`config.mk`:
```
export PLATFORM = sky130hd
export DESIGN_NAME = ex_alu_seq_flat
export DESIGN_NICKNAME = d
export VERILOG_FILES = /design/src/rtl/ex_alu_seq_if.sv /design/src/rtl/ex_alu_seq.sv /design/src/flat_wrapper.sv
export SDC_FILE = /design/constraint.sdc
export NUM_CORES = 1
export LEC_CHECK = 0
export CAP_MARGIN = 30
export CELL_PAD_IN_SITES_DETAIL_PLACEMENT = 2
export CELL_PAD_IN_SITES_GLOBAL_PLACEMENT = 2
export CORE_ASPECT_RATIO = 1.1
export CORE_MARGIN = 1
export CORE_UTILIZATION = 41
export DETAILED_ROUTE_END_ITERATION = 6
export PLACE_DENSITY = 0.93
export SYNTH_ARGS = -nofsm -noshare
export SYNTH_HDL_FRONTEND = slang
export SYNTH_SLANG_ARGS = --single-unit
export TNS_END_PERCENT = 20
```
`constraint.sdc`:
```
create_clock -name clk -period 9.3 [get_ports clk]
set_input_delay 1.86 -clock clk [delete_from_list [all_inputs] [get_ports clk]]
set_output_delay 1.86 -clock clk [all_outputs]
set_load 0.02 [all_outputs]
```
`src/rtl/ex_alu_seq_if.sv`:
```
// Operand/result handshake bundle for the sequential EX-stage ALU.
// The master (pipeline) drives operands and OutReady; the slave (ALU) returns results.
`timescale 1ns/1ps
interface ex_alu_seq_if #(
  parameter int WIDTH = 32
);
  logic             Flush;
  logic             InValid;
  logic             InReady;
  logic [WIDTH-1:0] A;
  logic [WIDTH-1:0] B;
  logic [4:0]       ALUControl;
  logic             OutValid;
  logic             OutReady;
  logic [WIDTH-1:0] ALUResult;
  logic [4:0]       RFlags;
  logic             Busy;

  modport master (
    output Flush, InValid, A, B, ALUControl, OutReady,
    input  InReady, OutValid, ALUResult, RFlags, Busy
  );

  modport slave (
    input  Flush, InValid, A, B, ALUControl, OutReady,
    output InReady, OutValid, ALUResult, RFlags, Busy
  );
endinterface

```
`src/rtl/ex_alu_seq.sv`:
```
// Multi-cycle EX ALU: single-cycle ops land 1 cycle after accept, MULT/DIV after WIDTH+1.
// Result holds while OutReady=0; InReady drops during MUL/DIV and while a result is unconsumed.
`timescale 1ns/1ps
module ex_alu_seq #(
  parameter int WIDTH = 32,
  parameter int SHW   = $clog2(WIDTH)
) (
  input logic         clk,
  input logic         rst_n,
  ex_alu_seq_if.slave io
);

  localparam logic [4:0] OP_ADD = 5'b00110;
  localparam logic [4:0] OP_SUB = 5'b00111;
  localparam logic [4:0] OP_MUL = 5'b01000;
  localparam logic [4:0] OP_DIV = 5'b01001;
  localparam logic [4:0] OP_AND = 5'b01010;
  localparam logic [4:0] OP_OR  = 5'b01011;
  localparam logic [4:0] OP_SHL = 5'b01100;
  localparam logic [4:0] OP_SHR = 5'b01101;
  localparam logic [4:0] OP_CMP = 5'b01110;
  localparam logic [4:0] OP_NOT = 5'b01111;

  typedef enum logic [1:0] {IDLE, MUL, DIV, DONE} state_t;

  state_t             state;
  state_t             sc_next;
  logic [SHW-1:0]     cnt;
  logic [WIDTH-1:0]   a_q;
  logic [WIDTH-1:0]   b_q;
  logic [2*WIDTH-1:0] acc;
  logic [WIDTH-1:0]   sc_res;
  logic [4:0]         sc_flg;
  logic [WIDTH-1:0]   add_r;
  logic [WIDTH-1:0]   sub_r;
  logic               shift_big;
  logic               accept;
  logic               last;
  logic [WIDTH:0]     mul_sum;
  logic [2*WIDTH-1:0] mul_nxt;
  logic [WIDTH:0]     div_sh;
  logic               div_ge;
  logic [WIDTH-1:0]   div_sub;
  logic [2*WIDTH-1:0] div_nxt;

  assign io.InReady = (state == IDLE) | ((state == DONE) & io.OutReady);
  assign accept     = io.InValid & io.InReady;
  assign last       = (cnt == SHW'(WIDTH - 1));
  assign add_r      = io.A + io.B;
  assign sub_r      = io.A - io.B;
  assign shift_big  = |io.B[WIDTH-1:SHW];

  // Shift-add: acc = {partial product, remaining multiplier bits}
  assign mul_sum = {1'b0, acc[2*WIDTH-1:WIDTH]} + (acc[0] ? {1'b0, a_q} : '0);
  assign mul_nxt = {mul_sum, acc[WIDTH-1:1]};

  // Restoring divide: acc = {remainder, dividend bits shifting into quotient}
  assign div_sh  = {acc[2*WIDTH-1:WIDTH], acc[WIDTH-1]};
  assign div_ge  = (div_sh >= {1'b0, b_q});
  assign div_sub = div_sh[WIDTH-1:0] - b_q;
  assign div_nxt = {(div_ge ? div_sub : div_sh[WIDTH-1:0]), acc[WIDTH-2:0], div_ge};

  always_comb begin
    sc_res  = '0;
    sc_flg  = '0;
    sc_next = DONE;
    case (io.ALUControl)
      OP_ADD: begin
        sc_res    = add_r;
        sc_flg[4] = (io.A[WIDTH-1] == io.B[WIDTH-1]) && (add_r[WIDTH-1] != io.A[WIDTH-1]);
      end
      OP_SUB: begin
        sc_res    = sub_r;
        sc_flg[4] = (io.A[WIDTH-1] != io.B[WIDTH-1]) && (sub_r[WIDTH-1] != io.A[WIDTH-1]);
        sc_flg[3] = io.A < io.B;
        sc_flg[2] = io.A > io.B;
        sc_flg[1] = io.A < io.B;
      end
      OP_MUL: sc_next = MUL;
      OP_DIV: begin
        if (io.B == '0) sc_flg[0] = 1'b1;
        else            sc_next   = DIV;
      end
      OP_AND: sc_res = io.A & io.B;
      OP_OR:  sc_res = io.A | io.B;
      OP_NOT: sc_res = ~io.A;
      OP_SHL: sc_res = shift_big ? '0 : (io.A << io.B[SHW-1:0]);
      OP_SHR: sc_res = shift_big ? '0 : (io.A >> io.B[SHW-1:0]);
      OP_CMP: begin
        sc_res    = {{(WIDTH-1){1'b0}}, io.A == io.B};
        sc_flg[2] = io.A > io.B;
        sc_flg[1] = io.A < io.B;
      end
      default: sc_flg[0] = 1'b1;
    endcase
  end

  always_ff @(posedge clk or negedge rst_n) begin
    if (!rst_n) begin
      state        <= IDLE;
      io.OutValid  <= 1'b0;
      io.ALUResult <= '0;
      io.RFlags    <= '0;
      io.Busy      <= 1'b0;
      cnt          <= '0;
      a_q          <= '0;
      b_q          <= '0;
      acc          <= '0;
    end else if (io.Flush) begin
      // Result registers deliberately keep their last value
      state       <= IDLE;
      io.OutValid <= 1'b0;
      io.Busy     <= 1'b0;
      cnt         <= '0;
    end else begin
      case (state)
        IDLE, DONE: begin
          if (accept) begin
            a_q <= io.A;
            b_q <= io.B;
            cnt <= '0;
            case (sc_next)
              MUL: begin
                state       <= MUL;
                io.Busy     <= 1'b1;
                io.OutValid <= 1'b0;
                acc         <= {{WIDTH{1'b0}}, io.B};
              end
              DIV: begin
                state       <= DIV;
                io.Busy     <= 1'b1;
                io.OutValid <= 1'b0;
                acc         <= {{WIDTH{1'b0}}, io.A};
              end
              default: begin
                state        <= DONE;
                io.OutValid  <= 1'b1;
                io.ALUResult <= sc_res;
                io.RFlags    <= sc_flg;
              end
            endcase
          end else if ((state == DONE) && io.OutReady) begin
            state       <= IDLE;
            io.OutValid <= 1'b0;
          end
        end
        MUL: begin
          acc <= mul_nxt;
          cnt <= cnt + SHW'(1);
          if (last) begin
            state        <= DONE;
            io.Busy      <= 1'b0;
            io.OutValid  <= 1'b1;
            io.ALUResult <= mul_nxt[WIDTH-1:0];
            io.RFlags    <= {|mul_nxt[2*WIDTH-1:WIDTH], 4'b0000};
            cnt          <= '0;
          end
        end
        DIV: begin
          acc <= div_nxt;
          cnt <= cnt + SHW'(1);
          if (last) begin
            state        <= DONE;
            io.Busy      <= 1'b0;
            io.OutValid  <= 1'b1;
            io.ALUResult <= div_nxt[WIDTH-1:0];
            io.RFlags    <= {1'b0, a_q < b_q, 3'b000};
            cnt          <= '0;
          end
        end
        default: state <= IDLE;
      endcase
    end
  end

endmodule

```
`src/flat_wrapper.sv`:
```
// flat-port wrapper written by rule: the top's interface ports become plain ports
module ex_alu_seq_flat 
#(
  parameter int WIDTH = 32,
  parameter int SHW   = $clog2(WIDTH)
)
  (clk, rst_n, io_Flush, io_InValid, io_A, io_B, io_ALUControl, io_OutReady, io_InReady, io_OutValid, io_ALUResult, io_RFlags, io_Busy);
  ex_alu_seq_if #(.WIDTH(WIDTH)) io_i ();
  input logic clk;
  input logic rst_n;
  input wire logic [$bits(io_i.Flush)-1:0] io_Flush;
  input wire logic [$bits(io_i.InValid)-1:0] io_InValid;
  input wire logic [$bits(io_i.A)-1:0] io_A;
  input wire logic [$bits(io_i.B)-1:0] io_B;
  input wire logic [$bits(io_i.ALUControl)-1:0] io_ALUControl;
  input wire logic [$bits(io_i.OutReady)-1:0] io_OutReady;
  output wire logic [$bits(io_i.InReady)-1:0] io_InReady;
  output wire logic [$bits(io_i.OutValid)-1:0] io_OutValid;
  output wire logic [$bits(io_i.ALUResult)-1:0] io_ALUResult;
  output wire logic [$bits(io_i.RFlags)-1:0] io_RFlags;
  output wire logic [$bits(io_i.Busy)-1:0] io_Busy;
  assign io_i.Flush = io_Flush;
  assign io_i.InValid = io_InValid;
  assign io_i.A = io_A;
  assign io_i.B = io_B;
  assign io_i.ALUControl = io_ALUControl;
  assign io_i.OutReady = io_OutReady;
  assign io_InReady = io_i.InReady;
  assign io_OutValid = io_i.OutValid;
  assign io_ALUResult = io_i.ALUResult;
  assign io_RFlags = io_i.RFlags;
  assign io_Busy = io_i.Busy;
  ex_alu_seq #(.WIDTH(WIDTH), .SHW(SHW)) u_core (.clk(clk), .rst_n(rst_n), .io(io_i));
endmodule
```
### Word level (Yosys, flattened, before mapping)

Index checks and enable logic that the tools add are counted.

| word-level totals | value |
|---|---|
| word-level logic and storage cells | 120 |
| input bits | 74 |
| output and inout port bits | 40 |
| flip-flop bits (word level) | 174 |

| cells by class | value |
|---|---|
| equality and inequality tests | 30 |
| shift-type cells | 2 |
| bitwise gates (word level) | 7 |
| multiplexer cells | 46 |
| $add $sub $neg | 5 |
| order comparisons | 4 |
| reductions and logical operators | 17 |

Operators by type and width:

| operator | count |
|---|---|
| 32-bit 2-to-1 mux | 8 |
| 32-bit one-hot mux with 8 select lines | 1 |
| 64-bit one-hot mux with 3 select lines | 1 |
| 64-bit one-hot mux with 2 select lines | 1 |
| 32-bit one-hot mux with 3 select lines | 1 |
| 32-bit < comparator | 2 |
| 64-bit 2-to-1 mux | 1 |
| 32-bit subtractor | 2 |
| 5-bit by 4-bit equality test with 1-bit output, second input constant | 8 |
| 5-bit 2-to-1 mux | 7 |
| 32-bit by 33-bit adder with 33-bit output | 1 |
| 33-bit by 32-bit >= comparator with 1-bit output | 1 |
| 32-bit adder | 1 |
| 32-bit AND | 1 |
| 32-bit equality test | 1 |
| 32-bit > comparator | 1 |
| 32-bit zero test | 1 |
| 32-bit inverter | 1 |
| 32-bit bitwise OR | 1 |
| 32-bit OR reduction | 1 |
| 32-bit by 5-bit left shift with 32-bit output | 1 |
| 32-bit by 5-bit >> shifter with 32-bit output | 1 |
| 27-bit OR reduction | 1 |
| 5-bit one-hot mux with 3 select lines | 1 |
| 28 further kinds | 65 |

### Longest topological paths before layout

Gate-level depths: netlist of the first run.

| logic depth | value |
|---|---|
| depth in word-level cells | 9 |
| mapped depth | 17 |
| gate-level depth less buffers | 15 |

### Least setup slack after synthesis of the first run

OpenSTA, ideal clock, no wires.

| timing path | value |
|---|---|
| path type | in2reg |
| from | in io_B[2] |
| to | reg u_core.io.RFlags[4] |
| setup time | 0.124 ns |
| data arrival time | 5.118 ns |
| stages | 17 |
| required time | 9.176 ns |
| path buffers | 4 |
| path slack | 4.058 ns |
| cell sequence | clkbuf_1 -> inv_2 -> buf_2 -> buf_1 -> ha_1 -> buf_6 -> nor3_1 -> nor2b_1 -> o31a_1 -> o21a_1 -> a21oi_2 -> o41ai_2 -> o2111ai_2 -> a31oi_2 -> o31ai_1 -> o211a_1 -> a211o_1 |

| between the ends | value |
|---|---|
| word-level cells in the longest chain between the ends | 7 |
| elaborated cells between the ends (all ways) | 18 |
| those cells by class | 2 x add/sub; 5 x eq/ne; 6 x mux; 5 x reduce/logical |

RTL lines:

| item | line | RTL |
|---|---|---|
| start: declaration | flat_wrapper.sv:14 | `input wire logic [$bits(io_i.B)-1:0] io_B;` |
| 32-bit subtractor, or another cell as far along | ex_alu_seq.sv:50 | `assign sub_r = io.A - io.B;` |
| 1-bit inequality test, or another cell as far along | ex_alu_seq.sv:74 | `sc_flg[4] = (io.A[WIDTH-1] != io.B[WIDTH-1]) && (sub_r[WIDTH-1] != io.A[WIDTH-1]);` |
| 1-bit logical AND, or another cell as far along | ex_alu_seq.sv:74 |  |
| 1-bit one-hot mux with 2 select lines, or another cell as far along | ex_alu_seq.sv:67 | `case (io.ALUControl)` |
| 5-bit 2-to-1 mux / 2-bit OR reduction (equally long branches) | - |  |
| 5-bit 2-to-1 mux / 2-bit inequality test (equally long branches) | - |  |
| 5-bit one-hot mux with 3 select lines / 5-bit AND reduction (equally long branches) | - |  |
| end signal: assignment | ex_alu_seq.sv:139 | `io.RFlags <= sc_flg;` |
| end signal: assignment | ex_alu_seq.sv:155 | `io.RFlags <= {\|mul_nxt[2*WIDTH-1:WIDTH], 4'b0000};` |
| end signal: assignment | ex_alu_seq.sv:167 | `io.RFlags <= {1'b0, a_q < b_q, 3'b000};` |
| end: declaration | ex_alu_seq_if.sv:26 | `output InReady, OutValid, ALUResult, RFlags, Busy` |

Parallel ways exist; a longest one is shown, timed or not. The select of a mux whose other input is x is not followed.
A chain may end at the register's enable or synchronous reset.

### Worst setup path after layout of the first run

| timing path | value |
|---|---|
| from | in io_B[24] |
| to | reg u_core.acc[61] |

| between the ends | value |
|---|---|
| word-level cells in the longest chain between the ends | 6 |
| elaborated cells between the ends (all ways) | 7 |
| those cells by class | 3 x eq/ne; 2 x mux; 2 x reduce/logical |

RTL lines:

| item | line | RTL |
|---|---|---|
| 32-bit zero test (*) | ex_alu_seq.sv:81 | `if (io.B == '0) sc_flg[0] = 1'b1;` |
| 1-bit 2-to-1 mux (*) | ex_alu_seq.sv:81 |  |
| 2-bit one-hot mux with 2 select lines (*) | ex_alu_seq.sv:67 |  |
| 2-bit by 1-bit equality test with 1-bit output / 2-bit equality test (equally long branches) | ex_alu_seq.sv:122 | `case (sc_next)` |
| 3-bit inequality test (no line) (*) | - |  |
| 3-bit AND reduction (no line) (*) | - |  |
| end signal: assignment | ex_alu_seq.sv:127 | `acc <= {{WIDTH{1'b0}}, io.B};` |
| end signal: assignment | ex_alu_seq.sv:133 | `acc <= {{WIDTH{1'b0}}, io.A};` |
| end signal: assignment | ex_alu_seq.sv:148 | `acc <= mul_nxt;` |
| end: declaration | ex_alu_seq.sv:31 | `logic [2*WIDTH-1:0] acc;` |

Every way passes the cells marked *; elsewhere a longest branch is shown, timed or not.

==> out/metrics.yaml, run 1 <==
outcome: "complete, no violations"
peakVddDrop_mv: 0.1557
synthSimpleGateAreaFrac: 0.1740
skew_ns: 0.02674
hpwl_um: 80710
relSlewSlack: 0.2062
port_buffers: 113
cts-root-buf: "clkbuf_16"
clkTransAtPathRegs_ns: 0.09
cts_tree: "done"
r2r_slack_ns: 3.76
synthArstFlopShare: 1.000
synth_ff_type: "dfrtp_1"
ys_ff_latch: 174
r2r_end: "u_core.io.RFlags[4]"
cts_buffer_depth: 2
reg2reg_depth: 16
synth_fa_ha_area_frac: 0.1234
worst-endpoint-required_ns: 9.66
powerDensity_nw_per_um2: 276.2
postLayoutCellArea_um2: 23080
min_path_cells: 2
syn_area_um2: 21010
setup_viol: 0
core-area_um2: 50360
tightest_slew_ns: 1.191
crit_type: "in -> reg"
dieHeight_um: 239.4
rsz0062_at_grt: "no"
crit_fanout: 35
p_leak_uw: 0.009616
finalCriticalPeriod_ns: 6.647
dp_cells: 3274
cts_buffers: 17
endpoint_kind: "register"
synthMuxAreaShare: 0.09982
min-delay-path-class: "reg -> reg"
fin_cells: 3310
grt.overflow.total: 0
track_usage: 0.4187
hold_start: "u_core.io.ALUResult[17]"
postSynthCellCount: 2658
drtAntennaViolNets: 0
min_period_over_period: 0.7147
dr_total_vias: 23040
n_fill_cell: 5652
place_area_um2: 22400
viasPerCell: 6.960
finalPower_uw: 6375
synth_cell_types: 107
ys_seq_area_frac: 0.2073
synth-edff-count: 0
fmax_ghz: 0.1504
synth_compound_area_frac: 0.2910
drv_cap: 0
drv_slew: 0
final_nets: 2915
start_util: 0.4172
holdWs_ns: 0.4991
die_w_um: 217.8
dr.pass1.iters: 6
postCtsSetupBuffers: 0
cp-start-kind: "primary input"
synth_fp_nets: 2936
hold_end: "u_core.io.ALUResult[17]"
drt_iter0_drc: 2466
drc: 0
grt_max_degree: 100
cts_hold_buf: 0
ctsHtreeMaxLevel: 4
yosysWarnings: 0
rows: 86
antenna_found_initial: 5
synth_xor_area_frac: 0.03335
post_cts_resized: 0
finalHoldViolCount: 0
r2r_start: "u_core.acc[0]"
grt_pass1_vias: 24900
synth_top_family_by_area: "compound AO/OA/AOI/OAI gates"
area_delta_synth_final_pct: 9.880
fp.dieArea_um2: 52150
routedWlPerCell_um: 33.28
fin_tns_setup_ns: 0
worst_ep_arrival_time_ns: 7.01
wl_um: 110200
grt_pass1_wl_um: 163100
drive_above_1_share: 0.08264
cts_sinks: 174
syn_area_per_cell_um2: 7.904
antenna_cells: 0
routabilityCongestion: 1.012
ios: 114
worstSkewPairLatency_ns: 0.51
-- how the worst max path moves through the flow --
stage,start,to,slack [ns],cells after the start
2_1_floorplan,io_B[2],u_core.io.RFlags[4],4.06,17
3_3_place_gp,io_B[4],u_core.io.ALUResult[16],2.95,15
3_5_place_dp,io_B[24],u_core.acc[61],2.78,13
4_1_cts,io_B[24],u_core.acc[61],3.24,13
5_1_grt,io_B[24],u_core.acc[61],2.63,13
6_report,io_B[24],u_core.acc[61],2.65,13
-- metal layers --
metal  up-vias  track usage  part of all wire
met5         -            0           0.00045
met4         8       0.2825             0.074
li1       9732            -                 -
met3       422      0.08267             0.069
met2      1104       0.7066              0.48
met1     11770       0.4777              0.37
-- logic make-up after synthesis --
family          Yosys count
compound gates          916
xor+xnor                 80
fa+ha+maj               205
buf+inv                 348
flops                   174
mux                     151
simple gates            784
-- synthesized netlist by cell type (27+ instances only) --
cell,instances,area (um2)
xor2_1,29,254.0
nand2_1,250,938.4
nor2_1,237,889.6
nor2b_1,30,187.7
mux2_2,38,427.9
mux4_2,43,968.4
o221ai_1,30,262.8
mux2i_1,70,700.7
a211oi_1,27,202.7
nand3_1,36,180.2
o21ai_0,226,1131
a21oi_1,226,1131
o22ai_1,30,187.7
a221oi_1,42,367.9
inv_1,148,555.5
and2_1,41,256.5
nor3_1,48,240.2
nand2b_1,32,200.2
dfrtp_1,174,4354
clkbuf_1,137,514.2
ha_1,200,2502
a21o_1,37,277.8
a31oi_1,30,187.7
o211ai_1,33,247.7
xnor2_1,51,446.7
-- stage by stage --
step	worst slack, ns	utilization
after floorplan	4.058	-
after global placement	2.953	0.4436
after detailed placement	2.783	0.4447
after CTS	3.242	0.4569
after global routing	2.631	0.4584
final	2.653	0.4584
-- power breakdown --
| group | internal [uW] | leakage [uW] | switching (uW) |
|---|---|---|---|
| clock network | 416 | 0.000298 | 402 |
| logic | 1450 | 0.00710 | 2690 |
| registers | 1080 | 0.00222 | 338 |
-- state kept, by name, indices dropped and copies added, names as in the netlist --
register             flops
u_core.io.RFlags         5
u_core.acc              64
u_core.a_q              32
u_core.b_q              32
u_core.io.ALUResult     32
u_core.io.OutValid       1
u_core.cnt               5
u_core.io.Busy           1
u_core.state             2
-- layout by cell type (no fill, tap or decap), types with 41 or more instances in the layout --
cell type,count
dfrtp_1,174
xnor2_1,51
ha_1,199
mux2i_1,70
mux4_2,43
nor2_1,236
nor3_1,47
a221oi_1,42
inv_1,148
clkdlybuf4s50_1,106
nand2_1,250
o21ai_0,225
a21oi_1,226
and2_1,41
-- final cells by class --
class / count / area (um2) / area share
clock buffers: 19 / 442.9 / 0.01919
clock inverters: 13 / 170.2 / 0.007371
inverters: 152 / 570.5 / 0.02472
multi-input cells: 2136 / 15210 / 0.6589
flip-flops and latches: 174 / 4354 / 0.1886
well taps: 660 / 825.8 / 0.03577
repair buffers: 156 / 1510 / 0.06542
-- worst max-delay path, cell delays in order --
cell and delay, ns:
clkdlybuf4s50_1 0.80, nor4_2 0.99, nand4_1 0.18, nand4b_1 0.35, nor3_1 0.45, nor2_1 0.15, ha_2 0.30, nor2_1 0.18
nor2_1 0.10, or2_2 0.64, buf_4 0.41, a222oi_1 0.42, o21ai_0 0.14
Note: power is estimated with default switching activity, not from simulation.
==> run 2, diff against run 1 <==
- CORE_UTILIZATION: 41 -> 38
- PLACE_DENSITY: 0.93 -> 0.87
- clock period: 9.3 -> 6.4 ns (I/O delays scaled with it)
==> out/metrics.yaml, run 2 (synthesis gave the netlist of run 1 again) <==
crit_family: "simple AND/OR/NAND/NOR gates"  # unchanged
grt_pass1_wl_um: 160300  # was 163100 um
r2r_start: "u_core.acc[0]"  # unchanged
r2r_end: "u_core.io.RFlags[4]"  # unchanged
dr.pass1.iters: 7  # was 6
final_cell_mix: "249 x nand2_1, 236 x nor2_1, 226 x a21oi_1"  # was 250 x nand2_1, 236 x nor2_1, 226 x a21oi_1
ios: 114  # unchanged
drv_slew: 0  # unchanged
clkTransAtPathRegs_ns: 0.08  # was 0.09 ns
final_common_cell: "nand2_1"  # unchanged
path_common_cell: "nor2_1"  # unchanged
setup_viol: 0  # unchanged
cts_buffers: 17  # unchanged
pwr-share-clk: 0.130  # was 0.128
min-delay-path-class: "reg -> reg"  # unchanged
drive_above_1_share: 0.08951  # was 0.08264
p_comb_frac: 0.645  # was 0.650
worst_ep_arrival_time_ns: 6.04  # was 7.01 ns
antenna_found_initial: 2  # was 5
cp-start-kind: "register"  # was primary input
relSlewSlack: 0.2702  # was 0.2062
viasPerCell: 6.721  # was 6.960
worstSkewPairLatency_ns: 0.49  # was 0.51 ns
skew_ns: 0.01642  # was 0.02674 ns
seqPwrFrac: 0.225  # was 0.222
finalCriticalPeriod_ns: 5.665
r2r_slack_ns: 0.74  # was 3.76 ns
cts_buffer_depth: 2  # unchanged
drtAntennaViolNets: 0  # unchanged
min_path_cells: 2  # unchanged
die_w_um: 226.2  # was 217.8 um
crit_type: "reg -> reg"  # was in -> reg
finalHoldViolCount: 0  # unchanged
powerDensity_nw_per_um2: 390.8  # was 276.2 nW/um2
grt_max_degree: 77  # was 100
core-area_um2: 54730  # was 50360 um2
slowest_stage: "dfrtp_1"  # was nor4_2
crit_fanout: 34  # was 35
area_delta_synth_final_pct: 10.96  # was 9.880%
routedWlPerCell_um: 31.33  # was 33.28 um
track_usage: 0.3780  # was 0.4187
ctsHtreeMaxLevel: 4  # unchanged
wl_um: 106800  # was 110200 um
port_buffers: 113  # unchanged
drv_cap: 0  # unchanged
endpoint_kind: "register"  # unchanged
grt_pass1_vias: 24990  # was 24900
hpwl_um: 80050  # was 80710 um
largest_reg_flops: 64  # unchanged
reg2reg_depth: 15  # was 16
hold_end: "u_core.io.ALUResult[0]"  # was u_core.io.ALUResult[17]
rsz0062_at_grt: "no"  # unchanged
outcome: "complete, no violations"  # unchanged
p_leak_uw: 0.009704  # was 0.009616 uW
power_switching_uw: 4769  # was 3430 uW
fp.dieArea_um2: 56230  # was 52150 um2
fin_util: 0.4260  # was 0.4584
routabilityCongestion: 0.9877  # was 1.012
crit_chain: "and2_1 > ha_1 > inv_1 > fa_1 > nand2b_1 > a211oi_2 > o22a_1 > xor2_1 > nor2_1 > nand4b_1 > nor4_1 > nand4_1 > nor4bb_1 > nor2_1 > a211o_1"  # was clkdlybuf4s50_1 > nor4_2 > nand4_1 > nand4b_1 > nor3_1 > nor2_1 > ha_2 > nor2_1 > nor2_1 > or2_2 > buf_4 > a222oi_1 > o21ai_0
largest_register: "u_core.acc"  # unchanged
min_period_over_period: 0.8851
postCtsSetupBuffers: 0  # unchanged
rows: 90  # was 86
final_nets: 2936  # was 2915
drt_iter0_drc: 2005  # was 2466
post_cts_resized: 0  # unchanged
cts_hold_buf: 0  # unchanged
peakVddDrop_mv: 0.2168  # was 0.1557 mV
path_buf_inv: 1  # was 2
hold_start: "u_core.io.ALUResult[0]"  # was u_core.io.ALUResult[17]
cts_tree: "done"  # unchanged
dieHeight_um: 248.6  # was 239.4 um
worst-endpoint-required_ns: 6.77  # was 9.66 ns
slowest_delay_ns: 1.04  # was 0.99 ns
p_int_uw: 4342  # was 2945 uW
swShare: 0.5234  # was 0.5381
tightest_slew_ns: 1.095  # was 1.191 ns
fin_tns_setup_ns: 0  # unchanged
cts_sinks: 174  # unchanged
grt.overflow.total: 0  # unchanged
start_util: 0.3839  # was 0.4172
cts-root-buf: "clkbuf_16"  # unchanged
fmax_ghz: 0.1765
dr_total_vias: 22920  # was 23040
drc: 0  # unchanged
run 2: metal layers:
layer,track usage,share of wire
met3,0.06771,0.063
met1,0.4278,0.37
met5,0,0
met4,0.2736,0.079
met2,0.6345,0.49
run 2: power by group through the flow:
stage	clock, uW	sequential, uW	combinational (uW)
3_3_place_gp	0	1970	5180
2_1_floorplan	0	1930	3680
6_report	1180	2050	5880
5_1_grt	1220	2080	6270
3_5_place_dp	0	2030	5610
4_1_cts	1190	2030	5780
run 2: layout make-up:
type,instances,area (um2)
fill,6224,31420
multi-input combinational,2136,15210
sequential,174,4354
timing repair buffer,177,1637
tap,736,920.9
inverter,152,570.5
clock buffer,20,456.7
clock inverter,11,156.4
antenna,4,10.01
run 2: how the worst max path moves through the flow:
stage	slack [ns]	cells after the start	to	start
6_report	0.74	15	u_core.io.RFlags[4]	u_core.acc[0]
5_1_grt	0.62	15	u_core.io.RFlags[4]	u_core.acc[0]
4_1_cts	0.96	15	u_core.io.RFlags[4]	u_core.acc[0]
3_5_place_dp	0.82	14	u_core.io.ALUResult[24]	io_A[2]
3_3_place_gp	0.86	14	u_core.io.ALUResult[16]	io_A[4]
2_1_floorplan	1.74	17	u_core.io.RFlags[4]	io_B[2]
run 2: tightest hold or removal path, delay by kind of cell (launching register included):
family	cells	cell delay, ns
flops	1	0.35
simple gates	2	0.11
run 2: metrics by stage:
stage / cell area (um2) / setup WS [ns] / std cells / total power [uW] / hold slack [ns]
4_1_cts: 23290 / 0.9592 / 3405 / 8996 / 0.4925
3_5_place_dp: 22680 / 0.8152 / 3374 / 7636 / 0.4719
2_1_floorplan: 21010 / 1.738 / 2658 / 5613 / 0.4649
3_3_place_gp: 22620 / 0.8572 / 3371 / 7154 / 0.4500
6_report: 23310 / 0.7355 / 3410 / 9111 / 0.4877
5_1_grt: 23300 / 0.6156 / 3406 / 9574 / 0.5186
